### config.mk
export PLATFORM = sky130hd
export DESIGN_NAME = cacheline_adapter
export DESIGN_NICKNAME = d
export VERILOG_FILES = /design/src/rtl/cacheline_adapter.sv
export SDC_FILE = /design/constraint.sdc
export NUM_CORES = 1
export LEC_CHECK = 0
export BUFFER_PORTS_ARGS = -buffer_cell sky130_fd_sc_hd__buf_2
export CAP_MARGIN = 5
export CORE_AREA = 2 2 281 283
export DETAILED_ROUTE_END_ITERATION = 8
export DIE_AREA = 0 0 283 285
export GPL_ROUTABILITY_DRIVEN = 1
export PLACE_DENSITY = 0.53
export SKIP_CTS_REPAIR_TIMING = 1
export SLEW_MARGIN = 5
export SYNTH_ARGS = -nofsm -noshare
export SYNTH_HDL_FRONTEND = slang
export SYNTH_SLANG_ARGS = --single-unit
### constraint.sdc
create_clock -name clk -period 7.76 [get_ports clk]
set_clock_uncertainty 0.1 [all_clocks]
set_input_delay 1.552 -clock clk [delete_from_list [all_inputs] [get_ports clk]]
set_output_delay 1.552 -clock clk [all_outputs]
set_load 0.01 [all_outputs]
### src/rtl/cacheline_adapter.sv
// cacheline_adapter: moves one cache line to/from memory as an aligned burst of LINE_W/BURST_W beats.
// Define ADAPTER_TIMEOUT_EN to abort a stalled burst after TIMEOUT_CYCLES idle memory cycles (error_o flags it).
module cacheline_adapter #(
    parameter int LINE_W         = 256,
    parameter int BURST_W        = 64,
    parameter int ADDR_W         = 32,
    parameter int TIMEOUT_CYCLES = 255
) (
    input  logic              clk,
    input  logic              rst,
    input  logic [LINE_W-1:0]  line_i,
    output logic [LINE_W-1:0]  line_o,
    input  logic [ADDR_W-1:0]  address_i,
    input  logic               read_i,
    input  logic               write_i,
    output logic               resp_o,
    output logic               error_o,
    input  logic [BURST_W-1:0] burst_i,
    output logic [BURST_W-1:0] burst_o,
    output logic [ADDR_W-1:0]  address_o,
    output logic               read_o,
    output logic               write_o,
    input  logic               resp_i
);
    localparam int BEATS = LINE_W / BURST_W;
    localparam int CW = BEATS > 1 ? $clog2(BEATS) : 1;
    localparam int OFF = $clog2(LINE_W / 8);
    localparam logic [ADDR_W-1:0] ALIGN = {ADDR_W{1'b1}} << OFF;

    if (LINE_W % BURST_W != 0 || TIMEOUT_CYCLES < 1) begin : g_bad_params
        $error("cacheline_adapter: invalid parameters");
    end

    typedef enum logic [1:0] {IDLE, RD_BURST, WR_BURST, DONE} state_t;

    state_t            state_q, state_d;
    logic [CW-1:0]     cnt_q, cnt_d;
    logic [ADDR_W-1:0] addr_q, addr_d;
    logic [LINE_W-1:0] wline_q, wline_d;
    logic [LINE_W-1:0] line_q, line_d;
    logic              timeout;

`ifdef ADAPTER_TIMEOUT_EN
    localparam int TW = $clog2(TIMEOUT_CYCLES + 1);
    logic [TW-1:0] idle_q, idle_d;
    logic          err_q, err_d;
    logic          busy;

    assign busy    = state_q == RD_BURST || state_q == WR_BURST;
    assign timeout = busy && !resp_i && idle_q == TW'(TIMEOUT_CYCLES - 1);
    assign error_o = err_q;

    // Counter sits at zero outside bursts, so every burst starts with a fresh budget.
    always_comb begin
        idle_d = (busy && !resp_i && !timeout) ? idle_q + 1'b1 : '0;
        err_d  = timeout;
    end

    always_ff @(posedge clk) begin
        if (rst) begin
            idle_q <= '0;
            err_q  <= 1'b0;
        end else begin
            idle_q <= idle_d;
            err_q  <= err_d;
        end
    end
`else
    assign timeout = 1'b0;
    assign error_o = 1'b0;
`endif

    always_comb begin
        state_d = state_q;
        cnt_d   = cnt_q;
        addr_d  = addr_q;
        wline_d = wline_q;
        line_d  = line_q;
        case (state_q)
            IDLE: if (read_i || write_i) begin
                addr_d  = address_i & ALIGN;
                cnt_d   = '0;
                wline_d = write_i ? line_i : wline_q;
                state_d = write_i ? WR_BURST : RD_BURST;
            end
            RD_BURST, WR_BURST: if (timeout) begin
                state_d = DONE;
            end else if (resp_i) begin
                if (state_q == RD_BURST) line_d[cnt_q*BURST_W +: BURST_W] = burst_i;
                cnt_d   = cnt_q + 1'b1;
                state_d = cnt_q == CW'(BEATS - 1) ? DONE : state_q;
            end
            default: state_d = IDLE;
        endcase
    end

    always_ff @(posedge clk) begin
        if (rst) begin
            state_q <= IDLE;
            cnt_q   <= '0;
            addr_q  <= '0;
            wline_q <= '0;
            line_q  <= '0;
        end else begin
            state_q <= state_d;
            cnt_q   <= cnt_d;
            addr_q  <= addr_d;
            wline_q <= wline_d;
            line_q  <= line_d;
        end
    end

    assign read_o    = state_q == RD_BURST;
    assign write_o   = state_q == WR_BURST;
    assign resp_o    = state_q == DONE;
    assign address_o = addr_q;
    assign line_o    = line_q;
    assign burst_o   = wline_q[cnt_q*BURST_W +: BURST_W];
endmodule

; Yosys cells after proc, flatten, opt, wreduce, memory -nomap -nowiden
; Cells that the tools add are included.
[word_totals]
regBits = 543
word_cells = 35
in_bits = 357
out_inout_bits = 356
[classes]
addsub = 2
mux = 9
eq_ne = 7
n_shift = 3
reduce_logical = 9
[op_table]
columns = op, count
row1 = $bwmux 256, 1
row2 = $shift 64x34->256 const A, 1
row3 = $shiftx 256x9->64, 1
row4 = $shiftx 64x34->256, 1
row5 = $neg 8->34, 1
row6 = $mux 2, 6
row7 = $reduce_and 3->1, 4
row8 = $pmux 2 s2, 2
row9 = $eq 2x2->1 const B, 3
row10 = $ne 2x2->1 const B, 3
row11 = $add 2x1->2 const B, 1
row12 = $eq 2x1->1 const B, 1
row13 = $logic_not 2->1, 1
row14 = $reduce_and 2->1, 1
row15 = $reduce_bool 2->1, 1
row16 = $reduce_or 2->1, 1
row17 = $logic_or 1x1->1, 1

; Longest topological paths before layout
; Gate-level depths: netlist (run 1).
[logic_depth]
ltp_word = 4
ltp_mapped = 10
depth_no_buf = 5

; Worst setup path before layout (run 1)
; OpenSTA, ideal clock, no wires.
[synth_timing]
path_type = reg2out
startpoint = register cnt_q[0]
endpoint = output port burst_o[10]
slack_ps = 4645
path_stages_with_launch = 5
arrival_time_ps = 1463
path_buffers = 3
path_cell_list = dfxtp_1 -> buf_2 -> buf_4 -> buf_4 -> mux4_2
[synth_via]
elab_chain_len = 1
[synth_rtl]
columns = item, line
row1 = start: declaration, 37  ; logic [CW-1:0] cnt_q, cnt_d;
row2 = start signal: assignment, 106  ; cnt_q <= cnt_d;
row3 = $shiftx 256x9->64, 118  ; assign burst_o = wline_q[cnt_q*BURST_W +: BURST_W];
row4 = end: declaration, 19  ; output logic [BURST_W-1:0] burst_o,
; No other way between the ends.

; Final worst setup path (run 1)
; Ends and elaborated chain as after synthesis.

==> out/results.ini, run 1 <==
[finish]
final_area_um2=26100
fillers=8215
final_cell_mix=buf_2 (700), nand2_1 (633), dfxtp_1 (541)
multiInputGateArea_um2=8200
fin_nets=3069
drive_gt1_share_pct=32.6
regArea_um2=10900
final_common_cell=buf_2
area.growth.synth_to_final_pct=31.1

[cts]
h-tree-depth=2
cts_tree=done
clkTransAtPathRegs_ns=0.06
insertion_delay_ns=0.60
clkSinkCount=543
cts-root-buf=clkbuf_16
cts_made_buffers=60
clk_path_buf_depth=3

[worst_setup_path]
setup.worst_path.start_class=flop
cp.required_ns=6.11
r2r_cells=6
crit_type=reg2out
crit_fanout=40
r2r_setup_slack_ns=4.64
slowest_delay_ns=0.81
rr_startpoint=cnt_q[0]
r2r_end=line_o[157]
endpoint_kind=primary output
crit_chain=buf_4, mux4_2, buf_2
slowest_stage=buf_4
crit_arrival_ns=3.05

[placed_design]
hpwl_um=48500
portBuffers=701
placed_cell_area_um2=24100
place_congestion=0.783

[detailed_routing]
finalWirelength_um=71100
dr.pass1.iters=5
wl_per_cell_um=18.6
vias=17477
detail-route-antenna-nets=0
drt_iter0_drc=1110
drc=0
detail_route.vias_per_cell=4.58

[hold_path]
min_path_cells=2
hold_end=line_o[146]
min-delay-start=line_o[146]
hold_path.class=reg2reg

[global_route]
grt_pass1_wl_um=106000
antenna_found_initial=35
overflow=0
grt_usage_pct=16.8
grt_pass1_vias=16894
grt_max_degree=215

[yosys]
ys.flop_type=dfxtp_1
synth_async_sr_flop_share_pct=0
synth_edf_count=0
syn-cell-area_um2=19900
ys_seq_elements=543
ys_types=37
yosysWarnings=0
ys_seq_area_share_pct=54.6
synthCells=2097
synthesis.area_per_instance_um2=9.50

[floorplan]
core_um2=78000
rows=103
die-area_um2=80700
io_pins=713
fp.dieW_um=283
die_y_um=285
start_util_pct=25.5

[timing]
tns_ns=0
report.final.slew_viol_count=0
relSlewSlack_pct=24.8
fmax_mhz=213
tightest_slew_ns=1.13
period_minus_slack_ns=4.70
setup_viol=0
timing.final.crit_share_pct=60.6
finalHoldViolations=0
rsz0062_at_grt=false

[job]
drv_cap=0

[power_and_ir_drop]
cellPowerDensity_nw_per_um2=302
ir_drop_mv=0.241
p_leak_nw=11.2

[status]
status=completed

-- how the worst max path moves through the flow --
stage                         from  slack, ns  depth (start not counted)     endpoint
after CTS                 cnt_q[0]       2.84                          3  burst_o[10]
after global routing      cnt_q[0]       2.75                          3  burst_o[10]
final                     cnt_q[0]       3.06                          3  burst_o[10]
after detailed placement  cnt_q[0]       3.52                          3  burst_o[10]
after global placement    cnt_q[0]       3.53                          3  burst_o[10]
after floorplan           cnt_q[0]       4.65                          4  burst_o[10]
-- flip-flops by register name, indices dropped and copies added, names as in the netlist --
| name | cells |
|---|---|
| wline_q | 256 |
| cnt_q | 2 |
| state_q | 2 |
| address_o | 27 |
| line_o | 256 |
-- cells in the mapped netlist (all sizes together), types with 2 or more instances --
cell | count | share of area, %
nand2 | 634 | 12
dfxtp | 543 | 55
a21oi | 348 | 8.7
a22o | 192 | 8.4
buf | 133 | 3.7
nand3 | 66 | 1.7
mux4 | 64 | 7.2
clkbuf | 50 | 0.94
nor2b | 19 | 0.60
ha | 11 | 0.69
inv | 5 | 0.094
a31oi | 3 | 0.23
nor2 | 3 | 0.082
nor4 | 3 | 0.19
o31ai | 3 | 0.11
and2 | 2 | 0.063
nor3 | 2 | 0.075
o2111ai | 2 | 0.088
-- cell families (layout without fill, tap and decap cells) --
family | Yosys count | in the layout | synth area share, %
muxes | 65 | 65 | 7.29
AOI/OAI and AO/OA | 551 | 551 | 17.7
other | 1 | 22 | 0.0188
adders and majority gates | 11 | 11 | 0.691
DFF | 543 | 543 | 54.6
and+or+nand+nor | 738 | 738 | 15.0
buffers and inverters | 188 | 834 | 4.74
-- where the power goes --
part / switching (mW) / total [mW] / internal, mW
registers: 0.185 / 3.26 / 3.08
clock network: 1.18 / 2.84 / 1.65
logic: 1.11 / 1.78 / 0.663
-- layout make-up --
class / instances / area share (%)
well taps: 1050 / 5.03
multi-input cells: 1371 / 31.4
clock inverters: 20 / 0.791
flip-flops and latches: 543 / 41.7
inverters: 5 / 0.0719
clock buffers: 89 / 6.71
diodes: 16 / 0.153
repair buffers: 720 / 14.2
-- critical path, delay by kind of cell, from the launching register on --
family | cells | cell delay (ns)
buffers and inverters | 2 | 0.99
DFF | 1 | 0.77
muxes | 1 | 0.62
-- stage by stage --
| step | utilization [%] | hold slack [ns] | worst slack [ns] | std cells | power, mW |
|---|---|---|---|---|---|
| floorplan | - | 0.333 | 4.65 | 2102 | 4.51 |
| global placement | 30.9 | 0.335 | 3.53 | 3689 | 5.12 |
| detailed placement | 30.9 | 0.341 | 3.52 | 3689 | 5.13 |
| CTS | 33.4 | 0.350 | 2.84 | 3798 | 8.00 |
| global route | 33.5 | 0.364 | 2.75 | 3808 | 8.30 |
| finish | 33.5 | 0.348 | 3.06 | 3814 | 7.88 |
-- routing by layer --
metal / up-vias / wire [um] / track usage (%)
met5: - / 152 / 0
li1: 8478 / - / -
met2: 619 / 33500 / 27.7
met1: 8234 / 29100 / 20.1
met3: 120 / 6560 / 6.55
met4: 26 / 1800 / 4.97
Note: power is estimated with default switching activity, not from simulation.
==> inputs of run 2 (changes only) <==
--- a/config.mk
+++ b/config.mk
@@ -5,13 +5,14 @@
 export SDC_FILE = /design/constraint.sdc
 export NUM_CORES = 1
 export LEC_CHECK = 0
+export ABC_AREA = 1
 export BUFFER_PORTS_ARGS = -buffer_cell sky130_fd_sc_hd__buf_2
 export CAP_MARGIN = 5
-export CORE_AREA = 2 2 281 283
+export CORE_AREA = 2 2 279 281
 export DETAILED_ROUTE_END_ITERATION = 8
-export DIE_AREA = 0 0 283 285
+export DIE_AREA = 0 0 281 283
 export GPL_ROUTABILITY_DRIVEN = 1
-export PLACE_DENSITY = 0.53
+export PLACE_DENSITY = 0.56
 export SKIP_CTS_REPAIR_TIMING = 1
 export SLEW_MARGIN = 5
 export SYNTH_ARGS = -nofsm -noshare
==> constraint.sdc (replaced) <==
create_clock -name clk -period 4.53 [get_ports clk]
set_clock_uncertainty 0.1 [all_clocks]
set_input_delay 0.906 -clock clk [delete_from_list [all_inputs] [get_ports clk]]
set_output_delay 0.906 -clock clk [all_outputs]
set_load 0.01 [all_outputs]
==> run 2 against run 1 <==
  * Die area is 1.4% lower
  * Non-clock buffer count is 16 higher
  * Utilization is 3.1 points higher
  * Clock power is 69% higher
  * Count of clock-buffer cells in the layout is 4 lower
  * Cell count is 21% higher
  * First-iteration DRC count is 32% higher
  * Setup slack worse by 2.4 ns
  * Largest cell class unchanged
==> out/results.ini, run 2 <==
[status]
status=completed

[detailed_routing]
wl_per_cell_um=17.8
detail_route.vias_per_cell=4.74
finalWirelength_um=82200
drc=0
detail-route-antenna-nets=0
drt_iter0_drc=1467
vias=21948
dr.pass1.iters=7

[placed_design]
place_congestion=0.831
hpwl_um=55700
dpl.cell_count=4509
portBuffers=701
pre_cts_ws_ns=1.37

[yosys]
ys_seq_elements=543
synthCells=2988
synth_largest_area_cell=dfxtp_1
ys_seq_area_share_pct=49.4
synth_most_common_cell=nor2_1
yosysWarnings=0
synth_async_sr_flop_share_pct=0
synthesis.area_per_instance_um2=7.37
synth_edf_count=0
syn-cell-area_um2=22000
netlist_top_cells_count=nor2_1 (702), dfxtp_1 (543), o21ai_0 (461), nand2_1 (368), a21oi_1 (284)
ys_types=25
ys.flop_type=dfxtp_1
yosys.area.top_type_share_pct=49.4
synth_area_leaders=dfxtp_1 (49%), nor2_1 (12%), o21ai_0 (10%)

[floorplan]
die_y_um=283
io_pins=713
core_um2=76700
start_util_pct=28.7
die-area_um2=79500
rows=102
fp.dieW_um=281

[cts]
clkSinkCount=543
cts_made_buffers=60
clkTransAtPathRegs_ns=0.06
insertion_delay_ns=0.63
cts-root-buf=clkbuf_16
clk_path_buf_depth=3
cts_tree=done
h-tree-depth=2

[timing]
tightest_slew_ns=0.999
timing.final.crit_share_pct=84.5
relSlewSlack_pct=33.4
fmax_mhz=261
finalHoldViolations=0
report.final.slew_viol_count=0
layout_setup_ws_ns=0.703
period_minus_slack_ns=3.83
tns_ns=0
setup_viol=0
rsz0062_at_grt=false

[power_and_ir_drop]
cellPowerDensity_nw_per_um2=616
ir_drop_mv=0.409
p_leak_nw=12.2
power.total_mw=17.3

[worst_setup_path]
slowest_stage=dfxtp_2
setup.worst_path.start_class=flop
slowest_delay_ns=0.61
cp.required_ns=3.52
crit_arrival_ns=2.82
crit_type=reg2out
crit_chain=buf_4, o21ai_0, o22ai_1, buf_2
endpoint_kind=primary output
crit_fanout=47

[job]
drv_cap=0

[hold_path]
hold_path.class=reg2reg

[finish]
stdcell_count=4630
drive_gt1_share_pct=25.1
area.growth.synth_to_final_pct=27.5
final_cell_mix=nor2_1 (700), buf_2 (700), dfxtp_1 (541)
fin_nets=3899
fillers=8296

[global_route]
overflow=0
grt_pass1_vias=20719
grt_max_degree=181
grt_pass1_wl_um=124000
grt_usage_pct=19.6
antenna_found_initial=39

==> run 2: path summary, 6_finish.rpt <==
| check | startpoint | to | slack (ns) | cells past startpoint |
|---|---|---|---|---|
| setup reg to reg | cnt_q[0] | line_o[9] | 1.46 | 7 |
| hold reg to reg | line_o[65] | line_o[65] | 0.36 | 2 |
| hold / removal | line_o[65] | line_o[65] | 0.36 | 2 |
| setup / recovery | cnt_q[1] | burst_o[42] | 0.70 | 4 |
==> run 2: cell type report <==
class	instances	area (um^2)	area share, %
Timing Repair Buffer	736	3930	14.0
Antenna cell	20	50.0	0.178
Clock inverter	16	148	0.526
Multi-Input combinational cell	2112	9700	34.5
Sequential cell	543	10900	38.7
Tap cell	1040	1300	4.63
Inverter	78	315	1.12
Clock buffer	85	1780	6.32
==> run 2: through the flow <==
stage               cell area, um^2  util, %  hold slack, ns
floorplan                     22000        -           0.349
global placement              26100     34.0           0.349
detailed placement            26100     34.0           0.352
CTS                           28000     36.6           0.361
global route                  28100     36.6           0.376
finish                        28100     36.6           0.360
==> run 2: worst max-delay path, delay by kind of cell (launching register included) <==
| family | cells | cell delay, ns |
|---|---|---|
| AO/OA/AOI/OAI | 2 | 0.73 |
| flip-flops | 1 | 0.61 |
| buffers and inverters | 2 | 0.81 |
==> run 2: kinds of logic after synthesis <==
| group | after synthesis | synth area share, % |
|---|---|---|
| and+or+nand+nor | 1281 | 24.2 |
| AOI/OAI and AO/OA | 814 | 18.9 |
| DFF | 543 | 49.4 |
| buffers and inverters | 338 | 6.92 |
| adders and majority gates | 11 | 0.625 |
| other | 1 | 0.0170 |
==> run 2: where the power goes <==
part	switching, mW	internal (mW)	total [mW]
Sequential	0.443	5.55	5.99
Combinational	4.48	2.05	6.53
Clock	2.03	2.76	4.79
==> run 2: layer usage <==
layer	wire, um	global-route usage, %	share of wire (%)
met1	33900	23.4	41
met4	3010	7.79	3.7
met3	7400	6.66	9.0
met5	205	0	0.25
met2	37800	32.3	46
